### src/rtl/ex_mem_stage_if.sv
// EX/MEM boundary bundle: EX-side instruction and control inputs, MEM-side
// registered outputs, forwarding path and trap status.
interface ex_mem_stage_if #(
   parameter int unsigned DATA_W = 16,
   parameter int unsigned PC_W   = 16,
   parameter int unsigned REG_W  = 4
);
   logic                  stall;
   logic                  flush;
   logic                  ex_valid;
   logic [PC_W-1:0]       ex_pc;
   logic [2:0]            ex_alu_ctrl;
   logic [2*DATA_W-1:0]   ex_result;
   logic                  ex_overflow;
   logic [REG_W-1:0]      ex_rd;
   logic [REG_W-1:0]      ex_rd2;
   logic                  ex_reg_write;
   logic                  ex_mem_read;
   logic                  ex_mem_write;
   logic [DATA_W-1:0]     ex_store_data;
   logic                  exc_ack;

   logic                  mem_valid;
   logic [2*DATA_W-1:0]   mem_result;
   logic [REG_W-1:0]      mem_rd;
   logic [REG_W-1:0]      mem_rd2;
   logic                  mem_reg_write;
   logic                  mem_reg_write2;
   logic                  mem_mem_read;
   logic                  mem_mem_write;
   logic [DATA_W-1:0]     mem_store_data;
   logic                  fwd_en;
   logic [DATA_W-1:0]     fwd_data;
   logic                  exc_pending;
   logic [PC_W-1:0]       epc;
   logic                  stall_up;

   modport master (
      output stall, flush, ex_valid, ex_pc, ex_alu_ctrl, ex_result, ex_overflow,
             ex_rd, ex_rd2, ex_reg_write, ex_mem_read, ex_mem_write,
             ex_store_data, exc_ack,
      input  mem_valid, mem_result, mem_rd, mem_rd2, mem_reg_write,
             mem_reg_write2, mem_mem_read, mem_mem_write, mem_store_data,
             fwd_en, fwd_data, exc_pending, epc, stall_up
   );

   modport slave (
      input  stall, flush, ex_valid, ex_pc, ex_alu_ctrl, ex_result, ex_overflow,
             ex_rd, ex_rd2, ex_reg_write, ex_mem_read, ex_mem_write,
             ex_store_data, exc_ack,
      output mem_valid, mem_result, mem_rd, mem_rd2, mem_reg_write,
             mem_reg_write2, mem_mem_read, mem_mem_write, mem_store_data,
             fwd_en, fwd_data, exc_pending, epc, stall_up
   );
endinterface

### src/rtl/ex_mem_stage.sv
// EX/MEM pipeline register with MEM->EX forwarding, add/sub overflow trap
// (EPC capture, pipe hold until acknowledge) and SWAP dual writeback.
module ex_mem_stage #(
   parameter int unsigned DATA_W = 16,
   parameter int unsigned PC_W   = 16,
   parameter int unsigned REG_W  = 4
) (
   input  logic             clk,
   input  logic             rst,
   ex_mem_stage_if.slave    bus
);
   localparam int unsigned RES_W = 2 * DATA_W;

   typedef enum logic {RUN = 1'b0, TRAP = 1'b1} state_t;

   state_t              state;
   logic                valid_q;
   logic                rw_q;
   logic                rw2_q;
   logic                mr_q;
   logic                mw_q;
   logic                exc_q;
   logic [RES_W-1:0]    result_q;
   logic [REG_W-1:0]    rd_q;
   logic [REG_W-1:0]    rd2_q;
   logic [DATA_W-1:0]   sd_q;
   logic [PC_W-1:0]     epc_q;

   logic capture;
   logic arith;
   logic trap;
   logic bubble;

   assign capture = (state == RUN) & ~bus.stall & ~bus.flush & bus.ex_valid;
   assign arith   = (bus.ex_alu_ctrl == 3'b000) | (bus.ex_alu_ctrl == 3'b001);
   assign trap    = capture & bus.ex_overflow & arith;
   // Flush wins over stall; a stalled, unflushed stage keeps its contents.
   assign bubble  = bus.flush | (~bus.stall & ~capture) | trap;

   always_ff @(posedge clk) begin
      if (rst) begin
         state    <= RUN;
         valid_q  <= 1'b0;
         rw_q     <= 1'b0;
         rw2_q    <= 1'b0;
         mr_q     <= 1'b0;
         mw_q     <= 1'b0;
         exc_q    <= 1'b0;
         result_q <= '0;
         rd_q     <= '0;
         rd2_q    <= '0;
         sd_q     <= '0;
         epc_q    <= '0;
      end else begin
         case (state)
            RUN: begin
               if (bubble) begin
                  valid_q <= 1'b0;
                  rw_q    <= 1'b0;
                  rw2_q   <= 1'b0;
                  mr_q    <= 1'b0;
                  mw_q    <= 1'b0;
               end else if (capture) begin
                  valid_q  <= 1'b1;
                  result_q <= bus.ex_result;
                  rd_q     <= bus.ex_rd;
                  rd2_q    <= bus.ex_rd2;
                  rw_q     <= bus.ex_reg_write;
                  rw2_q    <= bus.ex_reg_write & (bus.ex_alu_ctrl == 3'b011);
                  mr_q     <= bus.ex_mem_read;
                  mw_q     <= bus.ex_mem_write;
                  sd_q     <= bus.ex_store_data;
               end
               if (trap) begin
                  epc_q <= bus.ex_pc;
                  exc_q <= 1'b1;
                  state <= TRAP;
               end
            end
            TRAP: begin
               // EX inputs are ignored while trapped, including the ack cycle.
               valid_q <= 1'b0;
               rw_q    <= 1'b0;
               rw2_q   <= 1'b0;
               mr_q    <= 1'b0;
               mw_q    <= 1'b0;
               if (bus.exc_ack) begin
                  exc_q <= 1'b0;
                  state <= RUN;
               end
            end
         endcase
      end
   end

   assign bus.mem_valid      = valid_q;
   assign bus.mem_result     = result_q;
   assign bus.mem_rd         = rd_q;
   assign bus.mem_rd2        = rd2_q;
   assign bus.mem_reg_write  = rw_q;
   assign bus.mem_reg_write2 = rw2_q;
   assign bus.mem_mem_read   = mr_q;
   assign bus.mem_mem_write  = mw_q;
   assign bus.mem_store_data = sd_q;
   assign bus.fwd_en         = valid_q & rw_q & ~mr_q;
   assign bus.fwd_data       = result_q[DATA_W-1:0];
   assign bus.exc_pending    = exc_q;
   assign bus.epc            = epc_q;
   assign bus.stall_up       = (state == TRAP);
endmodule

### src/flat_wrapper.sv
// flat-port wrapper written by rule: the top's interface ports become plain ports
module ex_mem_stage_flat 
#(
   parameter int unsigned DATA_W = 16,
   parameter int unsigned PC_W   = 16,
   parameter int unsigned REG_W  = 4
)
  (clk, rst, bus_stall, bus_flush, bus_ex_valid, bus_ex_pc, bus_ex_alu_ctrl, bus_ex_result, bus_ex_overflow, bus_ex_rd, bus_ex_rd2, bus_ex_reg_write, bus_ex_mem_read, bus_ex_mem_write, bus_ex_store_data, bus_exc_ack, bus_mem_valid, bus_mem_result, bus_mem_rd, bus_mem_rd2, bus_mem_reg_write, bus_mem_reg_write2, bus_mem_mem_read, bus_mem_mem_write, bus_mem_store_data, bus_fwd_en, bus_fwd_data, bus_exc_pending, bus_epc, bus_stall_up);
  ex_mem_stage_if #(.DATA_W(DATA_W), .PC_W(PC_W), .REG_W(REG_W)) bus_i ();
  input  logic clk;
  input  logic rst;
  input wire logic [$bits(bus_i.stall)-1:0] bus_stall;
  input wire logic [$bits(bus_i.flush)-1:0] bus_flush;
  input wire logic [$bits(bus_i.ex_valid)-1:0] bus_ex_valid;
  input wire logic [$bits(bus_i.ex_pc)-1:0] bus_ex_pc;
  input wire logic [$bits(bus_i.ex_alu_ctrl)-1:0] bus_ex_alu_ctrl;
  input wire logic [$bits(bus_i.ex_result)-1:0] bus_ex_result;
  input wire logic [$bits(bus_i.ex_overflow)-1:0] bus_ex_overflow;
  input wire logic [$bits(bus_i.ex_rd)-1:0] bus_ex_rd;
  input wire logic [$bits(bus_i.ex_rd2)-1:0] bus_ex_rd2;
  input wire logic [$bits(bus_i.ex_reg_write)-1:0] bus_ex_reg_write;
  input wire logic [$bits(bus_i.ex_mem_read)-1:0] bus_ex_mem_read;
  input wire logic [$bits(bus_i.ex_mem_write)-1:0] bus_ex_mem_write;
  input wire logic [$bits(bus_i.ex_store_data)-1:0] bus_ex_store_data;
  input wire logic [$bits(bus_i.exc_ack)-1:0] bus_exc_ack;
  output wire logic [$bits(bus_i.mem_valid)-1:0] bus_mem_valid;
  output wire logic [$bits(bus_i.mem_result)-1:0] bus_mem_result;
  output wire logic [$bits(bus_i.mem_rd)-1:0] bus_mem_rd;
  output wire logic [$bits(bus_i.mem_rd2)-1:0] bus_mem_rd2;
  output wire logic [$bits(bus_i.mem_reg_write)-1:0] bus_mem_reg_write;
  output wire logic [$bits(bus_i.mem_reg_write2)-1:0] bus_mem_reg_write2;
  output wire logic [$bits(bus_i.mem_mem_read)-1:0] bus_mem_mem_read;
  output wire logic [$bits(bus_i.mem_mem_write)-1:0] bus_mem_mem_write;
  output wire logic [$bits(bus_i.mem_store_data)-1:0] bus_mem_store_data;
  output wire logic [$bits(bus_i.fwd_en)-1:0] bus_fwd_en;
  output wire logic [$bits(bus_i.fwd_data)-1:0] bus_fwd_data;
  output wire logic [$bits(bus_i.exc_pending)-1:0] bus_exc_pending;
  output wire logic [$bits(bus_i.epc)-1:0] bus_epc;
  output wire logic [$bits(bus_i.stall_up)-1:0] bus_stall_up;
  assign bus_i.stall = bus_stall;
  assign bus_i.flush = bus_flush;
  assign bus_i.ex_valid = bus_ex_valid;
  assign bus_i.ex_pc = bus_ex_pc;
  assign bus_i.ex_alu_ctrl = bus_ex_alu_ctrl;
  assign bus_i.ex_result = bus_ex_result;
  assign bus_i.ex_overflow = bus_ex_overflow;
  assign bus_i.ex_rd = bus_ex_rd;
  assign bus_i.ex_rd2 = bus_ex_rd2;
  assign bus_i.ex_reg_write = bus_ex_reg_write;
  assign bus_i.ex_mem_read = bus_ex_mem_read;
  assign bus_i.ex_mem_write = bus_ex_mem_write;
  assign bus_i.ex_store_data = bus_ex_store_data;
  assign bus_i.exc_ack = bus_exc_ack;
  assign bus_mem_valid = bus_i.mem_valid;
  assign bus_mem_result = bus_i.mem_result;
  assign bus_mem_rd = bus_i.mem_rd;
  assign bus_mem_rd2 = bus_i.mem_rd2;
  assign bus_mem_reg_write = bus_i.mem_reg_write;
  assign bus_mem_reg_write2 = bus_i.mem_reg_write2;
  assign bus_mem_mem_read = bus_i.mem_mem_read;
  assign bus_mem_mem_write = bus_i.mem_mem_write;
  assign bus_mem_store_data = bus_i.mem_store_data;
  assign bus_fwd_en = bus_i.fwd_en;
  assign bus_fwd_data = bus_i.fwd_data;
  assign bus_exc_pending = bus_i.exc_pending;
  assign bus_epc = bus_i.epc;
  assign bus_stall_up = bus_i.stall_up;
  ex_mem_stage #(.DATA_W(DATA_W), .PC_W(PC_W), .REG_W(REG_W)) u_core (.clk(clk), .rst(rst), .bus(bus_i));
endmodule
### config.mk
export PLATFORM = sky130hd
export DESIGN_NAME = ex_mem_stage_flat
export DESIGN_NICKNAME = d
export VERILOG_FILES = /design/src/rtl/ex_mem_stage_if.sv /design/src/rtl/ex_mem_stage.sv /design/src/flat_wrapper.sv
export SDC_FILE = /design/constraint.sdc
export NUM_CORES = 1
export LEC_CHECK = 0
export CORE_MARGIN = 5
export CORE_UTILIZATION = 42
export CTS_BUF_LIST = sky130_fd_sc_hd__clkbuf_4
export DETAILED_ROUTE_END_ITERATION = 16
export GPL_ROUTABILITY_DRIVEN = 0
export PLACE_DENSITY = 0.87
export SKIP_CTS_REPAIR_TIMING = 1
export SLEW_MARGIN = 20
export SYNTH_ARGS = -nofsm -noshare
export SYNTH_HDL_FRONTEND = slang
export SYNTH_SLANG_ARGS = --single-unit
### constraint.sdc
create_clock -name clk -period 4.2 [get_ports clk]
set_input_delay 0.42 -clock clk [delete_from_list [all_inputs] [get_ports clk]]
set_output_delay 0.42 -clock clk [all_outputs]
set_load 0.005 [all_outputs]
* Word-level counts from Yosys, hierarchy flattened
Cells that the tools add are included.
Operators by class: divide/modulo/power cells 0, muxes and demuxes 21, multiply operators 0, equal/unequal tests 5, $lt $le $gt $ge 0, reduce and logical (&&, ||, !) cells 4, bitwise logic cells 18, $add $sub $neg 0, shift-type cells 0
Operators by type and width (count):
- 2-to-1 mux 1 bit | 14
- one-hot mux 1 bit (2 select lines) | 7
- AND 1 bit | 9
- inverter 1 bit | 6
- AND reduction 2 bit | 2
- == test 3 x 1 -> 1 bit, second input constant | 1
- == test 3 x 2 -> 1 bit, second input constant | 1
- zero test 3 bit | 1
- != test 3 x 1 -> 1 bit, second input constant | 1
- bitwise OR 1 bit | 3
- AND reduction 3 bit | 1
- != test 2 x 1 -> 1 bit, second input constant | 1
- != test 2 bit, second input constant | 1
Word-level totals: register bits 79, latch bits 0, output and inout port bits 96, ROM bits 0, input bits 85, memories kept 0, memory bits (writable) 0

* Logic depth before layout (Yosys ltp)
Gate-level depths: netlist of the first run.
depth after elaboration 10, gate-level depth with buffers 5

* Least setup slack after synthesis of the first run
Ideal clock, no wire load.
path kind input -> register, start input bus_flush, end register u_core.result_q[0] (netlist: u_core.bus.mem_result[0]), arrival time 1.410 ns, slack 2.658 ns, path buffers 2, data required time 4.068 ns, stages 5, setup time 0.132 ns, cells stage by stage or4b_1 > buf_6 > buf_6 > o21ai_1 > a21oi_1
Between the ends: cells in the longest elaborated chain, start to end 9, elaborated cells between the ends (all ways) 11, those cells by class bitwise: 10; reduce/logical: 1
RTL lines:
- start, declared | line flat_wrapper.sv:13 | input wire logic [$bits(bus_i.flush)-1:0] bus_flush;
- inverter 1 bit | line ex_mem_stage.sv:34 | assign capture = (state == RUN) & ~bus.stall & ~bus.flush & bus.ex_valid;
- AND 1 bit (2 in series) | line ex_mem_stage.sv:34
- inverter 1 bit | line ex_mem_stage.sv:38 | assign bubble = bus.flush | (~bus.stall & ~capture) | trap;
- AND 1 bit | line ex_mem_stage.sv:38
- bitwise OR 1 bit (2 in series) | line ex_mem_stage.sv:38
- inverter 1 bit (no source line)
- AND reduction 3 bit (no source line) (*)
- end signal, assigned | line ex_mem_stage.sv:65 | result_q <= bus.ex_result;
- end, declared | line ex_mem_stage.sv:23 | logic [RES_W-1:0] result_q;
Every way passes the cells marked *; elsewhere a longest branch is shown, timed or not. A chain may end at the register's enable or synchronous reset.

* Worst setup path after layout of the first run
start input bus_flush, end register u_core.mr_q (netlist: u_core.bus.mem_mem_read)
Between the ends: cells in the longest elaborated chain, start to end 9, elaborated cells between the ends (all ways) 12, those cells by class eq/ne: 1; mux: 2; bitwise: 9
RTL lines:
- inverter 1 bit | line ex_mem_stage.sv:34
- AND 1 bit (2 in series) | line ex_mem_stage.sv:34
- inverter 1 bit | line ex_mem_stage.sv:38
- AND 1 bit | line ex_mem_stage.sv:38
- bitwise OR 1 bit (2 in series) | line ex_mem_stage.sv:38
- 2-to-1 mux 1 bit | line ex_mem_stage.sv:57 | if (bubble) begin
- one-hot mux 1 bit (2 select lines) | line ex_mem_stage.sv:55 | case (state)
- end signal, assigned | line ex_mem_stage.sv:70 | mr_q <= bus.ex_mem_read;
- end, declared | line ex_mem_stage.sv:20 | logic mr_q;
Several ways; a longest one is shown, not always the timed one.

==> flow_results.org, run 1 <==
** STA
- Static timing analysis puts the maximum clock frequency at 410 MHz.
- Setup total negative slack on the finished layout was measured at 0 ns.
- Setup repair after global routing missed its margin :: no
- Max Transition Viols Final :: 0
- Worst slew margin relative to its limit :: 0.430
- Final critical-path share of the clock period :: 0.581
- For the finished layout, the period the worst path requires is 2.44 ns.
- Setup violations remaining at the end of the flow were counted as 0.
- The hold violation count in the final report was 0.
- Largest clock skew in the final design :: 0.00540 ns
- Transition time at the pin with the least slew margin :: 0.843 ns

** Floorplanning
- In this run the horizontal extent of the chip is 97.0 microns.
- For this configuration, the core starts out at a cell density of 0.436.
- The die covers 0.00941 sq mm.
- 181 I/O pins were placed.
- Vertical die dimension :: 97.0 microns
- After floorplanning, the core was divided into 31 placement rows.
- Area of the placeable core :: 0.00729 sq mm

** Cells and area
- Leading cell type in the layout, fill and taps excluded :: clkdlybuf4s50_1
- The top cell types in the final layout, fill and taps aside, are 179 x clkdlybuf4s50_1, 79 x dfxtp_1, 74 x a21oi_1.
- Area occupied by multi-input gates :: 0.00126 sq mm
- Synthesis-to-layout area growth :: 56.3%
- Antenna Diode Count :: 0
- The finished layout holds 619 standard cells, fillers aside.
- Final standard cell utilization of the core :: 0.681
- The filler cells instantiated in the layout total 601.
- After routing the design area is 0.00497 sq mm.
- Fin nets :: 600
- In the final layout, the share of cells above drive strength 1 is 0.0558.
- Register area :: 0.00158 sq mm

** Global route
- Via count of the first global-routing pass :: 3393
- The first global-routing pass estimated 17300 microns of wire.
- For this run, global-route usage on met1 was measured as 0.245.
- GRT Max-Usage Layer :: met2
- Initial antenna violation count :: 0
- GR met2 Demand/Resource :: 0.404
- Global-route total usage across every layer :: 0.223
- For this run the aggregate overflow at the end of global routing stands at 0.
- Entering global routing, the biggest net connects 77 pins.
- In the global route stage, met3 resource usage came out at 0.0727.

** Routing
- For this block, the routed nets add up to 10700 microns of wire.
- The routed layout has 3363 vias.
- After the first detailed-routing iteration, the DRC count stood at 199.
- The count of nets left with antenna violations once routing finished came out at 0.
- For this run, the detailed router's first-pass iteration total came to 6.
- Using the TritonRoute via totals, the vias-per-cell ratio works out to 5.43.
- For this run, design rule violations remaining after detail routing come to 0.
- Average wire length per cell after detail routing :: 17.3 microns

** Logic synthesis
- Summing every instance area after synthesis gives 0.00318 sq mm.
- Of the post-synthesis cell area, the dominant cell type holds 0.498.
- The number of different library cells used by synthesis comes to 25.
- In this run, synthesis produced a sequential element count of 79.
- Mapped Nets :: 458
- Cell types with the largest area share after synthesis :: dfxtp_1 50%, a21oi_1 12%, nand3_1 11%
- Synth Instances :: 373
- Yosys printed 0 warnings.
- Of all cell types, the one taking the most synthesized area is dfxtp_1.
- Proportion of synthesized chip area in sequential cells :: 0.498
- The average instance in the mapped netlist occupies 8.52 sq um.

** CTS
- The H-tree generated during clock tree synthesis spans 3 levels.
- TritonCTS buffer count :: 9
- Clock latency reported for the late side of the worst-skew pair :: 0.39 ns
- The cell sitting at the root of the clock tree is a clkbuf_4.
- TritonCTS built the clock tree.
- Count of clock tree sinks :: 79
- After clock tree synthesis, the clock-pin slew on the worst setup and hold paths is 0.11 ns.
- Max Root-Sink Buffers :: 2

** Hold path
- Cell count of the worst hold path :: 2
- The worst hold path begins at u_core.bus.exc_pending.
- The worst hold path terminates at u_core.bus.exc_pending.
- The worst hold path belongs to the class reg -> reg.

** Power and ir drop
- Leak pwr :: 1.63 nW
- In this run the power density over the cells is 300 mW/mm^2.
- Largest vdd supply drop :: 0.000184 V

** Setup path
- Kind of start point of the critical path :: input port
- Critical path arrival :: 2.77 ns
- Category of the critical setup timing path :: in -> reg
- For flop-to-flop paths, the worst setup slack is 1.91 ns.
- At the worst endpoint, the required time is 4.53 ns.
- Of all nets on the critical path, the largest fanout is 40.
- In this run the critical register-to-register path is launched from u_core.bus.stall_up.
- The worst register-to-register path ends at u_core.bus.mem_mem_read.
- Measured in cells, the most critical reg-to-reg path has a length of 4.
- STA classifies the critical path endpoint as a flop.

** Placement
- Counting tap cells, the placed design contains a total of 603 instances.
- Buffers placed on the I/O ports in this run total 180.
- Sum of net half-perimeters after detailed placement :: 7620 microns
- Instance area at placement :: 0.00481 sq mm

** Outcome
- The flow ran to the end, and the final reports show no timing, DRC or antenna violations.

** Job
- Max capacitance violation total :: 0
[cells in the mapped netlist]
cell type	number
buf_2	12
a21oi_1	74
buf_1	1
dfxtp_1	79
nand3_1	72
a2111oi_0	1
nor3b_1	1
clkbuf_2	4
buf_4	16
nand3b_1	1
nor2_1	1
a22o_1	3
clkbuf_1	15
nor4b_1	2
a22o_2	1
o21ai_0	2
nor3_4	1
and4b_1	1
o21ai_1	69
nand2b_1	1
or3b_1	1
nand2_1	5
o21ai_2	1
buf_6	8
or4b_1	1
[how the worst max path moves through the flow]
| stage | start | to | slack [ns] | cells past startpoint |
|---|---|---|---|---|
| after detailed placement | bus_flush | u_core.bus.mem_mem_read | 1.38 | 5 |
| after global placement | bus_flush | u_core.bus.mem_mem_write | 1.44 | 5 |
| after global routing | bus_flush | u_core.bus.mem_mem_read | 1.71 | 5 |
| after CTS | bus_flush | u_core.bus.mem_mem_write | 1.81 | 5 |
| after floorplan | bus_flush | u_core.bus.mem_result[0] | 2.66 | 5 |
| final | bus_flush | u_core.bus.mem_mem_read | 1.76 | 5 |
[cell families (layout without fill, tap and decap cells)]
kind of cell	after synthesis	in the layout	share of synthesized area
DFF	79	79	0.498
and+or+nand+nor	87	87	0.147
AOI/OAI and AO/OA	151	151	0.245
buffers and inverters	56	203	0.110
[final cells by class]
class	instances	share of cell area
repair buffers	187	0.372
flip-flops and latches	79	0.318
multi-input cells	238	0.253
well taps	99	0.0249
clock buffers	11	0.0166
clock inverters	5	0.0146
[metal layers]
layer	wire length (microns)	part of all wire
met5	0	0
met4	151	0.014
met3	776	0.073
met2	5610	0.52
met1	4170	0.39
[stage by stage]
stage	hold slack (ns)	worst slack, ns	total power, mW
6_report	0.477	1.76	1.49
5_1_grt	0.452	1.71	1.55
4_1_cts	0.452	1.81	1.50
3_5_place_dp	0.465	1.38	1.01
3_3_place_gp	0.444	1.44	1.00
2_1_floorplan	0.453	2.66	0.875
[critical path: stages]
cell and delay, ns:
clkdlybuf4s50_1 0.46, or4b_2 1.06, buf_4 0.42, nor3_4 0.22
a22o_1 0.17
[power by group]
group / internal (mW) / leakage [nW] / switching [mW]
sequential: 0.768 / 0.640 / 0.0116
combinational: 0.127 / 0.904 / 0.0861
clock: 0.251 / 0.0859 / 0.245
total: 1.15 / 1.63 / 0.343
[flip-flops by register name (all words and copies together) (netlist names)]
name / flops
u_core.bus.mem_rd2: 4
u_core.bus.mem_reg_write: 1
u_core.bus.epc: 16
u_core.bus.mem_mem_write: 1
u_core.bus.mem_store_data: 16
u_core.bus.mem_result: 32
u_core.bus.mem_mem_read: 1
u_core.bus.exc_pending: 1
u_core.bus.mem_valid: 1
u_core.bus.mem_rd: 4
u_core.bus.mem_reg_write2: 1
u_core.bus.stall_up: 1
Note: power is estimated with default switching activity, not from simulation.
==> run 2: changes to the inputs <==
Settings changed: CORE_UTILIZATION 42 to 39, PLACE_DENSITY 0.87 to 0.82.
Clock period 4.2 ns to 2.5 ns, I/O delays scaled along.
==> run 2 against run 1 <==
Sequential share of layout area fell by 0.43 points; flip-flop and latch count unchanged; combinational power is 73% higher; clock-buffer cell count decreased by 2; largest power group unchanged; via count barely moved; clock skew rose by 0.014 ns; hold slack worse by 0.22 ns; global-route usage down 2.3 points; clock power grew 67%; power up 68%; critical endpoint is now u_core.bus.mem_reg_write.
==> flow_results.org, run 2 (synthesized netlist as in run 1, its figures left out) <==
** CTS
- TritonCTS buffer count :: 9 (unchanged)
- Max Root-Sink Buffers :: 2 (unchanged)
- In this run the clock root is driven by a clkbuf_4.
- The clock insertion delay at the later pin of the skew report was 0.41 ns (+0.02 ns).
- TritonCTS built the clock tree.
- Count of clock tree sinks :: 79 (unchanged)
- Maximum level of the CTS H-tree :: 3 (unchanged)
- The clock transition at the register clock pins on the worst setup and hold paths after CTS is 0.14 ns (+0.03 ns).

** Routing
- DR iter-0 viols :: 160 (-20%)
- The wire length after detailed routing is 10500 microns (-2.3%).
- Number of vias after detailed routing :: 3362 (-0.030%)
- The detailed-routing iteration count for the pre-antenna-repair pass was 4 (-2).
- The detail-routed via count per cell came to 5.35 (-1.5%).
- Final antenna-violating net count :: 0 (unchanged)
- The final routed wire length divided by cell count came to 16.6 microns (-3.7%).
- Number of remaining DRC errors :: 0 (unchanged)

** Global route
- The wire length of the first global-routing pass came to 16100 microns (-6.8%).
- Largest net degree at the start of global routing :: 74 (-3.9%)
- Global-route total usage across every layer :: 0.199 (-0.0233)
- The residual overflow from global routing is 0 (unchanged).
- The number of antenna violations at the first check in global routing came to 0 (unchanged).
- The via count of the first global-routing pass was 3267 (-3.7%).

** Floorplanning
- The number of rows in the core area was 33 (+6.5%).
- The core box area was 0.00809 sq mm (+11%).
- The full die area is 0.0101 sq mm (+6.9%).
- The horizontal extent of the die is 100 microns (+3.4%).
- The number of top-level pins is 181 (unchanged).
- Vertical die dimension :: 100 microns (+3.4%)
- The effective utilization at floorplan was 0.393 (-0.0431).

** Cells and area
- Antenna Diode Count :: 0 (unchanged)
- Fin nets :: 603 (+0.50%)
- The flip-flop count of the largest register, all copies and words added is 32 (unchanged).
- Filler instances :: 735 (+22%)
- The fraction of final layout cells with drive strength greater than 1 is 0.0612 (+0.00542).
- Leading cell type in the layout, fill and taps excluded :: clkdlybuf4s50_1
- In the layout the commonest cells are 179 x clkdlybuf4s50_1, 79 x dfxtp_1, 74 x a21oi_1.
- The area growth from synthesis to layout is 58.4%.

** Setup path
- STA classifies the critical path startpoint as a flop.
- Critical path arrival :: 2.19 ns (-0.58 ns)
- Crit. End Element :: flop
- The maximum fanout along the worst path was 73 (+83%).
- Category of the critical setup timing path :: reg -> reg
- Data required, critical path :: 2.84 ns (-1.69 ns)
- The count of cells along the worst register-to-register path was 4 (unchanged).

** STA
- For the finished layout, the period the worst path requires is 1.85 ns.
- The slew at the pin with the worst max-slew slack came to 0.456 ns (-0.387 ns).
- Setup TNS :: 0 ns (unchanged)
- The count of final setup violators is 0 (unchanged).
- Fmax :: 541 MHz
- Worst slew margin relative to its limit :: 0.688 (+0.258)
- The max-slew violation count came to 0 (unchanged).
- Hold Slack :: 0.261 ns (-0.217 ns)
- Setup repair after global routing missed its margin :: no
- Total count of hold-check failures in the final report :: 0 (unchanged)
- Largest clock skew in the final design :: 0.0191 ns (+0.0137 ns)
- In the finished design, the share of the clock period the worst path needs comes to 0.739.

** Power and ir drop
- Leak pwr :: 1.65 nW (+1.0%)
- The power density relative to cell area was 497 mW/mm^2 (+66%).
- The final total power was 2.50 mW (+68%).
- Largest vdd supply drop :: 0.000266 V (+44%)

** Hold path
- The number of cells on the worst hold path is 2 (unchanged).
- Worst hold path type :: in -> reg

** Placement
- Sum of net half-perimeters after detailed placement :: 7440 microns (-2.4%)
- # port buffers :: 180 (unchanged)

** Job
- The number of maximum-capacitance violations came to 0 (unchanged).

** Outcome
- Outcome :: completed
run 2: layer usage:
metal  track usage  up-vias  wire [microns]
met5             0        -               0
met2         0.363      152            5380
met1         0.217     1580            4020
li1              -     1612               -
met3        0.0598       18             867
met4        0.0736        0             189
run 2: report_power, final:
part	internal [mW]	leakage [nW]	switching, mW	total (mW)
logic	0.221	0.930	0.148	0.369
clock network	0.397	0.0770	0.429	0.826
registers	1.29	0.640	0.0180	1.31
run 2: final cells by class:
class                      instances  area [sq um]  share of cell area
timing repair buffer             190          1910               0.379
multi-input combinational        238          1260               0.250
clock buffer                       9          67.6              0.0134
sequential                        79          1580               0.314
tap                              105           131              0.0261
clock inverter                     7          87.6              0.0174
run 2: worst paths after layout:
kind                                        startpoint                   endpoint  slack [ns]
worst min register to register  u_core.bus.exc_pending     u_core.bus.exc_pending        0.47
worst max-delay path               u_core.bus.stall_up   u_core.bus.mem_reg_write        0.65
worst min-delay path                               rst  u_core.bus.mem_result[20]        0.26
worst max register to register     u_core.bus.stall_up   u_core.bus.mem_reg_write        0.65
run 2: critical path: stages, from the launching register on:
cell     delay [ns]
dfxtp_1        0.41
or4b_2         0.68
buf_12         0.22
nor3_4         0.23
a22o_1         0.19
run 2: metrics by stage:
step	utilization	area [sq um]	setup slack, ns	cells
CTS	0.622	5030	0.704	628
global route	0.622	5030	0.629	628
finish	0.622	5030	0.653	628
floorplan	-	3180	1.08	373
detailed placement	0.603	4880	0.337	612
global placement	0.603	4880	0.359	612
==> run 3: changes to the inputs <==
Settings changed: CORE_UTILIZATION 39 to 36, PLACE_DENSITY 0.82 to 0.79.
Clock period 2.5 ns to 1.69 ns, I/O delays scaled along.
==> run 3 against run 2 <==
Clock-buffer cell count is 1 higher; power rose by 39%; die area rose by 7.5%; cell count increased by 3.0%; first-iteration DRC count is 19% higher; global-route usage fell by 1.1 points; non-clock buffer count rose by 16; critical path depth unchanged; combinational power up 58%; sequential power up 48%; hold slack got worse by 0.14 ns; critical path type unchanged; highest routed layer unchanged.
==> flow_results.org, run 3 (synthesized netlist as in run 1, its figures left out) <==
** Outcome
- The run finished with clean final reports.

** Setup path
- R2R cell count :: 4 (unchanged)
- The delay contributed by the slowest stage of the critical path is 0.53 ns (-0.15 ns).
- Crit-path slowest cell :: or4b_4
- The worst register-to-register path ends at u_core.bus.mem_mem_write.
- Register-to-register setup slack :: 0.18 ns (-0.47 ns)
- Data required, critical path :: 2.06 ns (-0.78 ns)
- Critical path arrival :: 1.88 ns (-0.31 ns)
- The critical path ends at u_core.bus.mem_mem_write.
- Cell-by-cell listing of the critical path :: or4b_4 > buf_12 > nor3_4 > a22o_2
- Critical path launch point :: u_core.bus.stall_up
- Kind of start point of the critical path :: flop
- Reg-to-Reg Start :: u_core.bus.stall_up
- Crit. End Element :: flop
- Maximum net fanout on the critical path :: 37 (-49%)
- By startpoint and endpoint, the worst setup path is classified as reg -> reg.

** Routing
- Number of vias after detailed routing :: 3400 (+1.1%)
- The detail-routed via count per cell is 5.26 (-1.8%).
- The detailed-route DRC error count came to 0 (unchanged).
- Final antenna-violating net count :: 0 (unchanged)
- Routed Wire Length :: 10700 microns (+2.4%)
- The detailed-routing iteration count for the pre-antenna-repair pass is 5 (+1).
- Average wire length per cell after detail routing :: 16.5 microns (-0.61%)
- The number of design-rule violations left by the first detailed-router iteration was 191 (+19%).

** Floorplanning
- Number of placement rows :: 34 (+3.0%)
- Die width :: 104 microns (+3.7%)
- The full die area came to 0.0108 sq mm (+7.5%).
- Initial Util :: 0.366 (-0.0265)
- Vertical die dimension :: 104 microns (+3.7%)
- Number of primary I/O pins :: 181 (unchanged)
- The core box area is 0.00868 sq mm (+7.2%).

** STA
- Min Tclk post-route :: 1.51 ns (-0.336 ns)
- Fmax :: 662 MHz (+22%)
- The final-layout setup total negative slack was 0 ns (unchanged).
- Transition time at the pin with the least slew margin :: 0.358 ns (-0.0984 ns)
- The minimum setup slack in the final design came to 0.179 ns (-0.474 ns).
- Setup repair after global routing missed its margin :: no
- Max Transition Viols Final :: 0 (unchanged)
- Worst slew margin relative to its limit :: 0.762 (+0.0734)
- The hold violation count in the final report came to 0 (unchanged).
- Final critical-path share of the clock period :: 0.894 (+0.155)
- The count of final setup violators is 0 (unchanged).
- The worst clock skew is 0.0121 ns (-0.00697 ns).

** Global route
- First-pass GRT wire length :: 17200 microns (+7.0%)
- Via count of the first global-routing pass :: 3411 (+4.4%)
- Global-route total usage across every layer :: 0.188 (-0.0112)
- Largest net degree at the start of global routing :: 74 (unchanged)
- The number of antenna violations at the first check in global routing came to 0 (unchanged).
- The residual overflow from global routing came to 0 (unchanged).

** Cells and area
- Layout cell share with drive strength beyond 1 :: 0.0965 (+0.0353)
- In the layout the commonest cells are 177 x clkdlybuf4s50_1, 76 x dfxtp_1, 74 x a21oi_1.
- The post-layout utilization of the core came to 0.599 (-0.0234).
- The area taken by flip-flops and latches was 0.00159 sq mm (+0.24%).
- Post-route cell area :: 0.00520 sq mm (+3.2%)
- The area used by multi-input combinational logic is 0.00126 sq mm (+0.30%).
- Synthesis-to-layout area growth :: 63.5%
- Fin nets :: 619 (+2.7%)
- The flip-flop count of the largest register, all copies and words added was 32 (unchanged).
- The filler cell count in the final layout was 787 (+7.1%).
- Leading cell type in the layout, fill and taps excluded :: clkdlybuf4s50_1
- Antenna Diode Count :: 0 (unchanged)

** CTS
- TritonCTS buffer count :: 9 (unchanged)
- Post-CTS clock slew at the launch and capture registers of the worst setup and hold paths :: 0.13 ns (about the same)
- The number of clock sinks was 79 (unchanged).
- Clock tree synthesis selected as its root buffer the cell clkbuf_4.
- CTS tree :: yes
- Clock latency reported for the late side of the worst-skew pair :: 0.42 ns (about the same)
- Maximum level of the CTS H-tree :: 3 (unchanged)
- The maximum buffer depth of the clock tree was 2 (unchanged).

** Power and ir drop
- Largest vdd supply drop :: 0.000307 V (+15%)
- The final total power was 3.49 mW (+39%).
- Total power density per cell area :: 672 mW/mm^2 (+35%)
- Leak pwr :: 1.78 nW (+7.8%)

** Placement
- The pre-CTS setup slack was -0.305 ns (-0.641 ns).
- The standard cell area after detailed placement is 0.00505 sq mm (+3.4%).
- Sum of net half-perimeters after detailed placement :: 7680 microns (+3.2%)
- # port buffers :: 180 (unchanged)

** Job
- Max capacitance violation total :: 0 (unchanged)

** Hold path
- The min-delay analysis places its worst path in the category in -> reg.
-- run 3: power by group --
part	switching (mW)	leakage, nW	internal, mW
Combinational	0.223	1.07	0.359
Clock	0.661	0.0598	0.312
Sequential	0.0279	0.642	1.91
-- run 3: cell type report --
class,instances,share of cell area
clock inverters,6,0.00722
well taps,108,0.0260
flip-flops and latches,79,0.305
repair buffers,206,0.405
multi-input cells,238,0.243
clock buffers,10,0.0144
-- run 3: critical path, delay by kind of cell, from the launching register on --
kind            cells  cell delay [ns]
buf+inv             1             0.20
simple gates        2             0.73
flops               1             0.36
compound gates      1             0.18
-- run 3: worst min path at each step --
stage	from	to	slack (ns)	cells after the start
final	rst	u_core.bus.mem_result[30]	0.13	2
after global routing	rst	u_core.bus.mem_result[30]	0.11	2
after CTS	rst	u_core.bus.mem_result[30]	0.09	2
after detailed placement	u_core.bus.exc_pending	u_core.bus.exc_pending	0.46	2
after global placement	u_core.bus.exc_pending	u_core.bus.exc_pending	0.44	2
after floorplan	bus_flush	u_core.bus.mem_valid	0.26	1
-- run 3: layer usage --
layer	track usage	wire length, microns
met2	0.329	5450
met4	0.0685	232
met3	0.0441	661
met5	0	0
met1	0.224	4360
-- run 3: through the flow --
step	instances	hold slack [ns]
6_report	647	0.125
5_1_grt	647	0.110
4_1_cts	646	0.0931
3_5_place_dp	630	0.459
3_3_place_gp	630	0.444
2_1_floorplan	373	0.261
